==> config.mk <==
export PLATFORM = sky130hd
export DESIGN_NAME = shared_mac_scheduler
export DESIGN_NICKNAME = d
export VERILOG_FILES = /design/src/rtl/shared_mac_scheduler.sv
export SDC_FILE = /design/constraint.sdc
export NUM_CORES = 1
export LEC_CHECK = 0
export CAP_MARGIN = 20
export CORE_MARGIN = 10
export CORE_UTILIZATION = 38
export CTS_CLUSTER_SIZE = 30
export DETAILED_ROUTE_END_ITERATION = 10
export HOLD_SLACK_MARGIN = 0.02
export PLACE_DENSITY = 0.68
export SKIP_CTS_REPAIR_TIMING = 1
export SYNTH_ARGS = -nofsm -noshare
export SYNTH_HDL_FRONTEND = slang
export SYNTH_SLANG_ARGS = --single-unit
==> constraint.sdc <==
create_clock -name clk -period 6.9 [get_ports clk]
set_clock_uncertainty 0.15 [all_clocks]
set_input_delay 2.07 -clock clk [delete_from_list [all_inputs] [get_ports clk]]
set_output_delay 2.07 -clock clk [all_outputs]
set_load 0.01 [all_outputs]
==> src/rtl/shared_mac_scheduler.sv <==
// shared_mac_scheduler: round-robin altitude/battery MAC over one multiplier.
// Optional self test is compiled in with `define BIST_EN.
module shared_mac_scheduler #(
    parameter int          DW          = 8,
    parameter int          K1          = 3,
    parameter int          K2          = 5,
    parameter int          BIST_OPS    = 16,
    parameter logic [15:0] BIST_GOLDEN = 16'h0000
) (
    input  logic                 clk,
    input  logic                 reset,
    input  logic                 enable,
    input  logic                 alt_req,
    input  logic signed [DW-1:0] alt_x1,
    input  logic signed [DW-1:0] alt_x2,
    output logic                 alt_ack,
    input  logic                 batt_req,
    input  logic signed [DW-1:0] batt_v,
    input  logic signed [DW-1:0] batt_t,
    input  logic signed [DW-1:0] batt_c,
    output logic                 batt_ack,
    output logic signed [2*DW:0] out,
    output logic                 op_valid,
    output logic                 op_type,
    output logic                 busy
`ifdef BIST_EN
    ,
    input  logic                 bist_start,
    output logic                 bist_done,
    output logic                 bist_pass
`endif
);

    localparam int OW = 2*DW+1;
    localparam logic signed [DW-1:0] K1_C = DW'(K1);
    localparam logic signed [DW-1:0] K2_C = DW'(K2);

`ifdef BIST_EN
    typedef enum logic [2:0] {IDLE, ALT1, ALT2, BATT, BIST} state_e;
`else
    typedef enum logic [1:0] {IDLE, ALT1, ALT2, BATT} state_e;
`endif

    state_e state_q, state_d;
    logic last_q, last_d;
    logic signed [DW-1:0] x1_q, x1_d, x2_q, x2_d;
    logic signed [DW-1:0] v_q, v_d, t_q, t_d, c_q, c_d;
    logic signed [OW-1:0] acc_q, acc_d, out_q, out_d;
    logic valid_q, valid_d, type_q, type_d;
    logic aack_q, aack_d, back_q, back_d;

    logic signed [DW-1:0]   mul_a, mul_b;
    logic signed [2*DW-1:0] prod;
    logic signed [OW-1:0]   add_b, sum;
    logic grant_alt, grant_batt;

    // Altitude wins when alone or when battery was served last.
    assign grant_alt  = alt_req && (!batt_req || last_q);
    assign grant_batt = batt_req && !grant_alt;

`ifdef BIST_EN
    logic [15:0] lfsr_q, lfsr_d, misr_q, misr_d;
    logic [15:0] s1, s2, s3, misr_nx;
    logic [15:0] bcnt_q, bcnt_d;
    logic bmode_q, bmode_d, balt_q, balt_d;
    logic done_q, done_d, pass_q, pass_d;
    localparam logic [15:0] OPS_C = 16'(BIST_OPS);
    localparam logic [15:0] SEED  = 16'hACE1;

    function automatic logic [15:0] lfsr_step(input logic [15:0] l);
        return {l[14:0], l[15] ^ l[13] ^ l[12] ^ l[10]};
    endfunction

    assign s1 = lfsr_step(lfsr_q);
    assign s2 = lfsr_step(s1);
    assign s3 = lfsr_step(s2);
    assign misr_nx = lfsr_step(misr_q) ^ 16'(sum);
    assign bist_done = done_q;
    assign bist_pass = pass_q;
`endif

    // Operand mux feeding the single shared multiplier and adder.
    always_comb begin
        mul_a = x1_q;
        mul_b = K1_C;
        add_b = '0;
        case (state_q)
            ALT1: begin
                mul_a = x1_q;
                mul_b = K1_C;
            end
            ALT2: begin
                mul_a = x2_q;
                mul_b = K2_C;
                add_b = acc_q;
            end
            BATT: begin
                mul_a = v_q;
                mul_b = t_q;
                add_b = OW'(c_q);
            end
            default: ;
        endcase
        prod = mul_a * mul_b;
        sum  = OW'(prod) + add_b;
    end

    // Next-state, arbitration and result capture.
    always_comb begin
        state_d = state_q;
        last_d  = last_q;
        x1_d    = x1_q;
        x2_d    = x2_q;
        v_d     = v_q;
        t_d     = t_q;
        c_d     = c_q;
        acc_d   = acc_q;
        out_d   = out_q;
        type_d  = type_q;
        valid_d = 1'b0;
        aack_d  = 1'b0;
        back_d  = 1'b0;
`ifdef BIST_EN
        lfsr_d  = lfsr_q;
        misr_d  = misr_q;
        bcnt_d  = bcnt_q;
        bmode_d = bmode_q;
        balt_d  = balt_q;
        done_d  = done_q;
        pass_d  = pass_q;
`endif
        if (enable) begin
            case (state_q)
                IDLE: begin
`ifdef BIST_EN
                    if (bist_start) begin
                        lfsr_d  = SEED;
                        misr_d  = '0;
                        bcnt_d  = '0;
                        bmode_d = 1'b1;
                        balt_d  = 1'b1;
                        done_d  = 1'b0;
                        pass_d  = 1'b0;
                        state_d = BIST;
                    end else
`endif
                    if (grant_alt) begin
                        aack_d  = 1'b1;
                        x1_d    = alt_x1;
                        x2_d    = alt_x2;
                        last_d  = 1'b0;
                        state_d = ALT1;
                    end else if (grant_batt) begin
                        back_d  = 1'b1;
                        v_d     = batt_v;
                        t_d     = batt_t;
                        c_d     = batt_c;
                        last_d  = 1'b1;
                        state_d = BATT;
                    end
                end
                ALT1: begin
                    acc_d   = sum;
                    state_d = ALT2;
                end
                ALT2: begin
                    state_d = IDLE;
`ifdef BIST_EN
                    if (bmode_q) begin
                        misr_d  = misr_nx;
                        bcnt_d  = bcnt_q + 16'd1;
                        state_d = BIST;
                    end else
`endif
                    begin
                        out_d   = sum;
                        valid_d = 1'b1;
                        type_d  = 1'b0;
                    end
                end
                BATT: begin
                    state_d = IDLE;
`ifdef BIST_EN
                    if (bmode_q) begin
                        misr_d  = misr_nx;
                        bcnt_d  = bcnt_q + 16'd1;
                        state_d = BIST;
                    end else
`endif
                    begin
                        out_d   = sum;
                        valid_d = 1'b1;
                        type_d  = 1'b1;
                    end
                end
`ifdef BIST_EN
                BIST: begin
                    if (bcnt_q == OPS_C) begin
                        done_d  = 1'b1;
                        pass_d  = (misr_q == BIST_GOLDEN);
                        bmode_d = 1'b0;
                        state_d = IDLE;
                    end else if (balt_q) begin
                        x1_d    = lfsr_q[DW-1:0];
                        x2_d    = s1[DW-1:0];
                        lfsr_d  = s2;
                        balt_d  = 1'b0;
                        state_d = ALT1;
                    end else begin
                        v_d     = lfsr_q[DW-1:0];
                        t_d     = s1[DW-1:0];
                        c_d     = s2[DW-1:0];
                        lfsr_d  = s3;
                        balt_d  = 1'b1;
                        state_d = BATT;
                    end
                end
`endif
                default: state_d = IDLE;
            endcase
        end
    end

    // State and datapath registers with synchronous reset.
    always_ff @(posedge clk) begin
        if (reset) begin
            state_q <= IDLE;
            last_q  <= 1'b1;
            x1_q    <= '0;
            x2_q    <= '0;
            v_q     <= '0;
            t_q     <= '0;
            c_q     <= '0;
            acc_q   <= '0;
            out_q   <= '0;
            valid_q <= 1'b0;
            type_q  <= 1'b0;
            aack_q  <= 1'b0;
            back_q  <= 1'b0;
`ifdef BIST_EN
            lfsr_q  <= SEED;
            misr_q  <= '0;
            bcnt_q  <= '0;
            bmode_q <= 1'b0;
            balt_q  <= 1'b1;
            done_q  <= 1'b0;
            pass_q  <= 1'b0;
`endif
        end else begin
            state_q <= state_d;
            last_q  <= last_d;
            x1_q    <= x1_d;
            x2_q    <= x2_d;
            v_q     <= v_d;
            t_q     <= t_d;
            c_q     <= c_d;
            acc_q   <= acc_d;
            out_q   <= out_d;
            valid_q <= valid_d;
            type_q  <= type_d;
            aack_q  <= aack_d;
            back_q  <= back_d;
`ifdef BIST_EN
            lfsr_q  <= lfsr_d;
            misr_q  <= misr_d;
            bcnt_q  <= bcnt_d;
            bmode_q <= bmode_d;
            balt_q  <= balt_d;
            done_q  <= done_d;
            pass_q  <= pass_d;
`endif
        end
    end

    assign out      = out_q;
    assign op_valid = valid_q;
    assign op_type  = type_q;
    assign alt_ack  = aack_q;
    assign batt_ack = back_q;
    assign busy     = (state_q != IDLE);

endmodule

# [Word-level counts from Yosys, hierarchy flattened]
# Cells that the tools add are included.
[totals] ram_bits=0 rom_bits=0 input_bits=45 latch_bits=0 output_inout_bits=22 memories=0 register_bits=81
[op_classes] div=0 magnitude_cmp=0 n_eq_ne=4 reduce_logical=20 n_mul=1 bitwise_logic=3 addsub=1 n_mux=12 n_shift=0
[ops] cell="$pmux 17 s2" n=1
[ops] cell="$pmux 8 s2" n=2
[ops] cell="$add 16x17->17" n=1
[ops] cell="$mul 8x8->16" n=1
[ops] cell="$reduce_and 2->1" n=4
[ops] cell="$pmux 2 s3" n=1
[ops] cell="$reduce_and 3->1" n=2
[ops] cell="$reduce_bool 2->1" n=3
[ops] cell="$mux 1" n=5
[ops] cell="$eq 2x2->1 const B" n=2
[ops] cell="$mux 2" n=2
[ops] cell="$reduce_and 4->1" n=1
[ops] cell="$reduce_or 2->1" n=2
[ops] cell="$reduce_or 4->1" n=1
[ops] cell="$ne 3x3->1 const B" n=1
[ops] cell="$not 1->1" n=3
[ops] cell="$reduce_or 3->1" n=1
[ops] cell="$eq 2x1->1 const B" n=1
[ops] cell="$logic_and 1x1->1" n=2
[ops] cell="$logic_not 1->1" n=2
[ops] cell="$logic_not 2->1" n=1
[ops] cell="$pmux 1 s2" n=1
[ops] cell="$logic_or 1x1->1" n=1

# [Depth between registers and ports, before layout]
[depth] depth_word=8 depth_mapped=22 mapped_depth_nobuf=20

# [Worst setup path before layout]
# No wires, ideal clock.
[synth_path] path_type="reg-to-reg" from="register state_q[1]" to="register acc_q[16]" period_less_slack_ns=6.335 arrival_time_ns=6.099 path_slack_ns=0.565 path_stages_with_launch=19 path_cell_list="dfxtp_1 -> clkbuf_1 -> clkbuf_1 -> nor2_1 -> a21oi_1 -> inv_1 -> fa_1 -> inv_1 -> fa_1 -> fa_1 -> fa_1 -> fa_1 -> ha_1 -> o21a_1 -> a2111oi_4 -> nor4_1 -> or3_1 -> xnor2_1 -> a211oi_1"
[synth_via] elab_chain_len=4
[synth_rtl] item="start, declared" line_no="44" source="state_e state_q, state_d;"
[synth_rtl] item="start signal, assigned" line_no="250" source="state_q <= state_d;"
[synth_rtl] item="$eq 2x2->1" line_no="87" source="case (state_q)"
[synth_rtl] item="$pmux 8 s2" line_no="87"
[synth_rtl] item="$mul 8x8->16" line_no="104" source="prod = mul_a * mul_b;"
[synth_rtl] item="$add 16x17->17" line_no="105" source="sum = OW'(prod) + add_b;"
[synth_rtl] item="end signal, assigned" line_no="234" source="acc_q <= '0;"
[synth_rtl] item="end signal, assigned" line_no="257" source="acc_q <= acc_d;"
[synth_rtl] item="end, declared" line_no="48" source="logic signed [OW-1:0] acc_q, acc_d, out_q, out_d;"
# Parallel ways exist; a longest one is shown, timed or not.
# A chain may end at the register's enable or synchronous reset.

# [Worst setup path in the final report]
# Ends and elaborated chain as after synthesis.

==> results.sh <==
export IMPL_status="completed"
export IMPL_yosysWarnings=0
export IMPL_die_h_um=150
export IMPL_path_cells="nand3_1 > or2_2 > fa_1 > fa_1 > inv_1 > fa_1 > fa_1 > fa_1 > ha_1 > o21a_1 > a2111oi_4 > nor4_1 > or3_1 > xnor2_1 > a211oi_1"
export IMPL_synth_adder_area_share_pct=31.3
export IMPL_hold_viol_final=0
export IMPL_final_common_cell="nand2_1"
export IMPL_ios=67
export IMPL_area_delta_synth_final_pct=17.7
export IMPL_p_int_w=0.000845
export IMPL_setup_viol=0
export IMPL_nets=952
export IMPL_preCtsSetupSlack_ps=800
export IMPL_fin_crit_ps=6130
export IMPL_fin_ws_ps=771
export IMPL_syn_area_mm2=0.00641
export IMPL_p_per_area_mw_per_mm2=161
export IMPL_core_region_area_mm2=0.0166
export IMPL_worst_pin_slew_ps=904
export IMPL_drt_total_wl_um=14900
export IMPL_maxSlewViolCount=0
export IMPL_grt_usage_pct=13.8
export IMPL_mostFrequentLayoutCells="132 x nand2_1, 86 x a21oi_1, 79 x dfxtp_1, 78 x inv_1, 76 x fa_1"
export IMPL_nFillCells=1640
export IMPL_slew_headroom_pct=39.6
export IMPL_critical_path_class="reg2reg"
export IMPL_clock_fmax_mhz=163
export IMPL_switching_share_pct=30.5
export IMPL_yosysTopAreaCellShare_pct=25.3
export IMPL_grt_overflow_total=0
export IMPL_syn_inst=746
export IMPL_htreeDepth=3
export IMPL_arrival_ps=6250
export IMPL_fin_crit_sh_pct=88.8
export IMPL_synth_top_family_by_area="adder cells"
export IMPL_synth_compound_area_share_pct=14.3
export IMPL_antennaDiodeCount=0
export IMPL_yosys_top_cells_area="dfxtp_1 25%, fa_1 24%, nand2_1 7.7%"
export IMPL_synth_xor_xnor_area_share_pct=2.46
export IMPL_drt_pass1_iter_count=4
export IMPL_slowest_delay_ps=640
export IMPL_min_path_type="reg2reg"
export IMPL_combPwrFrac_pct=19.8
export IMPL_slowest_stage="dfxtp_2"
export IMPL_cts_max_path_buffers=2
export IMPL_yosys_area_share_simple_pct=18.4
export IMPL_switchingPower_w=0.000371
export IMPL_numClockSinks=81
export IMPL_cts_tree="yes"
export IMPL_start_util_pct=38.7
export IMPL_die_w_um=150
export IMPL_avgSynthCellArea_um2=8.60
export IMPL_power_frac_seq_pct=41.2
export IMPL_cp_required_ps=7020
export IMPL_drive_gt1_share_pct=4.64
export IMPL_synth_nets=906
export IMPL_drv_cap=0
export IMPL_rsz0062_at_grt="no"
export IMPL_irDropWorstVdd_mv=0.131
export IMPL_end_kind="flop"
export IMPL_antenna_found_initial=0
export IMPL_crit_fanout=32
export IMPL_dp_hpwl_um=12100
export IMPL_vias_per_cell=4.85
export IMPL_io_buffers=66
export IMPL_clk_latency_ps=360
export IMPL_worstSetupStartpointType="flop"
export IMPL_ys_seq_area_share_pct=25.3
export IMPL_grt_pass1_wl_um=25100
export IMPL_ys_ff_latch=81
export IMPL_vias=4929
export IMPL_muxShareOfSynthArea_pct=1.37
export IMPL_post_drt_wl_per_cell_um=14.7
export IMPL_leakagePower_nw=3.35
export IMPL_drc=0
export IMPL_setup_tns_ps=0
export IMPL_grt_max_degree=70
export IMPL_place_congestion=0.909
export IMPL_first_global_vias=5137
export IMPL_synth_top_area_cell="dfxtp_1"
export IMPL_clk_pin_slew_ps=70
export IMPL_clockRootBuffer="clkbuf_16"
export IMPL_drt_iter0_drc=277
export IMPL_yosysUniqueCellTypes=42
export IMPL_rows=47
export IMPL_cts_buffers=9
export IMPL_crit_path_frequent_cell="fa_1"
export IMPL_clkPwrFrac_pct=39.1
export IMPL_dieArea_mm2=0.0225
export IMPL_antenna_left=0
kinds of logic (layout without fill, tap and decap cells):
kind of cell,count (synthesis),after routing
AOI/OAI and AO/OA,150,150
xor gates and xnor gates,18,18
adders and majority gates,115,115
buffers and inverters,116,167
DFF,81,81
muxes,8,8
and+or+nand+nor,258,258
flip-flops by register name (all words and copies together) (netlist names), 2 cells and up:
name and count:
acc_q 17, c_q 8, out 17, state_q 2, t_q 8, v_q 8
x1_q 8, x2_q 8
power by group through the flow:
stage | Combinational [W] | Sequential, W | Clock [W]
final | 0.000240 | 0.000500 | 0.000475
after global routing | 0.000274 | 0.000503 | 0.000507
after global placement | 0.000237 | 0.000511 | 0
after detailed placement | 0.000243 | 0.000511 | 0
after floorplan | 0.000166 | 0.000504 | 0
after CTS | 0.000245 | 0.000500 | 0.000485
worst paths after layout:
path | start | endpoint | slack [ps] | cells after the start
setup / recovery | state_q[1]$_SDFFE_PP0P_ | acc_q[16]$_SDFFE_PP0P_ | 770 | 15
hold / removal | x2_q[6]$_SDFFE_PP0P_ | x2_q[6]$_SDFFE_PP0P_ | 300 | 2
setup reg to reg | state_q[1]$_SDFFE_PP0P_ | acc_q[16]$_SDFFE_PP0P_ | 770 | 15
hold reg to reg | x2_q[6]$_SDFFE_PP0P_ | x2_q[6]$_SDFFE_PP0P_ | 300 | 2
worst max-delay path, delay by kind of cell (launching register included):
| kind | cells | cell delay, ps |
|---|---|---|
| simple gates | 4 | 1220 |
| buf+inv | 1 | 60 |
| flops | 1 | 640 |
| fa+ha+maj | 6 | 2940 |
| compound gates | 3 | 890 |
| xor+xnor | 1 | 140 |
synth_stat cells:
cell / instances
a2111oi_4: 1
a211o_1: 1
a211oi_1: 3
a21boi_0: 11
a21o_1: 10
a21oi_1: 86
a22o_1: 12
a311o_1: 1
a41o_1: 1
a41oi_1: 1
and2_1: 5
and2b_1: 1
and3_1: 6
buf_1: 4
buf_2: 4
clkbuf_1: 30
dfxtp_1: 81
fa_1: 76
ha_1: 39
inv_1: 78
mux2_2: 6
mux2i_1: 2
nand2_1: 132
nand2b_1: 13
nand3_1: 11
nand3b_1: 2
nand4_1: 9
nand4b_1: 3
nor2_1: 40
nor2b_1: 22
nor3_1: 4
nor4_1: 1
o211ai_1: 1
o21a_1: 4
o21ai_0: 14
o21bai_1: 3
o31ai_1: 1
or2_2: 4
or3_1: 3
or4_1: 2
xnor2_1: 11
xor2_1: 7
metrics by stage:
| stage | cell area, µm² | power (W) | util [%] | instances | hold slack, ps |
|---|---|---|---|---|---|
| 2_1_floorplan | 6410 | 0.000670 | - | 746 | 282 |
| 3_3_place_gp | 7250 | 0.000747 | 43.7 | 1001 | 289 |
| 3_5_place_dp | 7250 | 0.000754 | 43.7 | 1001 | 295 |
| 4_1_cts | 7550 | 0.00123 | 45.5 | 1017 | 305 |
| 5_1_grt | 7550 | 0.00128 | 45.5 | 1017 | 326 |
| 6_report | 7550 | 0.00122 | 45.5 | 1017 | 301 |
cell type report:
| cell class | count | area (µm²) | area share [%] |
|---|---|---|---|
| repair buffers | 73 | 708 | 9.38 |
| inverters | 78 | 293 | 3.88 |
| clock inverters | 7 | 71.3 | 0.945 |
| flip-flops and latches | 81 | 1620 | 21.5 |
| multi-input cells | 549 | 4350 | 57.6 |
| clock buffers | 9 | 225 | 2.98 |
| well taps | 220 | 275 | 3.65 |
per-layer routing:
metal	wire, µm	part of all wire, %	GRT usage (%)
met5	0	0	0
met4	273	1.8	4.52
met3	586	3.9	3.29
met2	6990	47	22.8
met1	7060	47	17.5
Note: power is estimated with default switching activity, not from simulation.
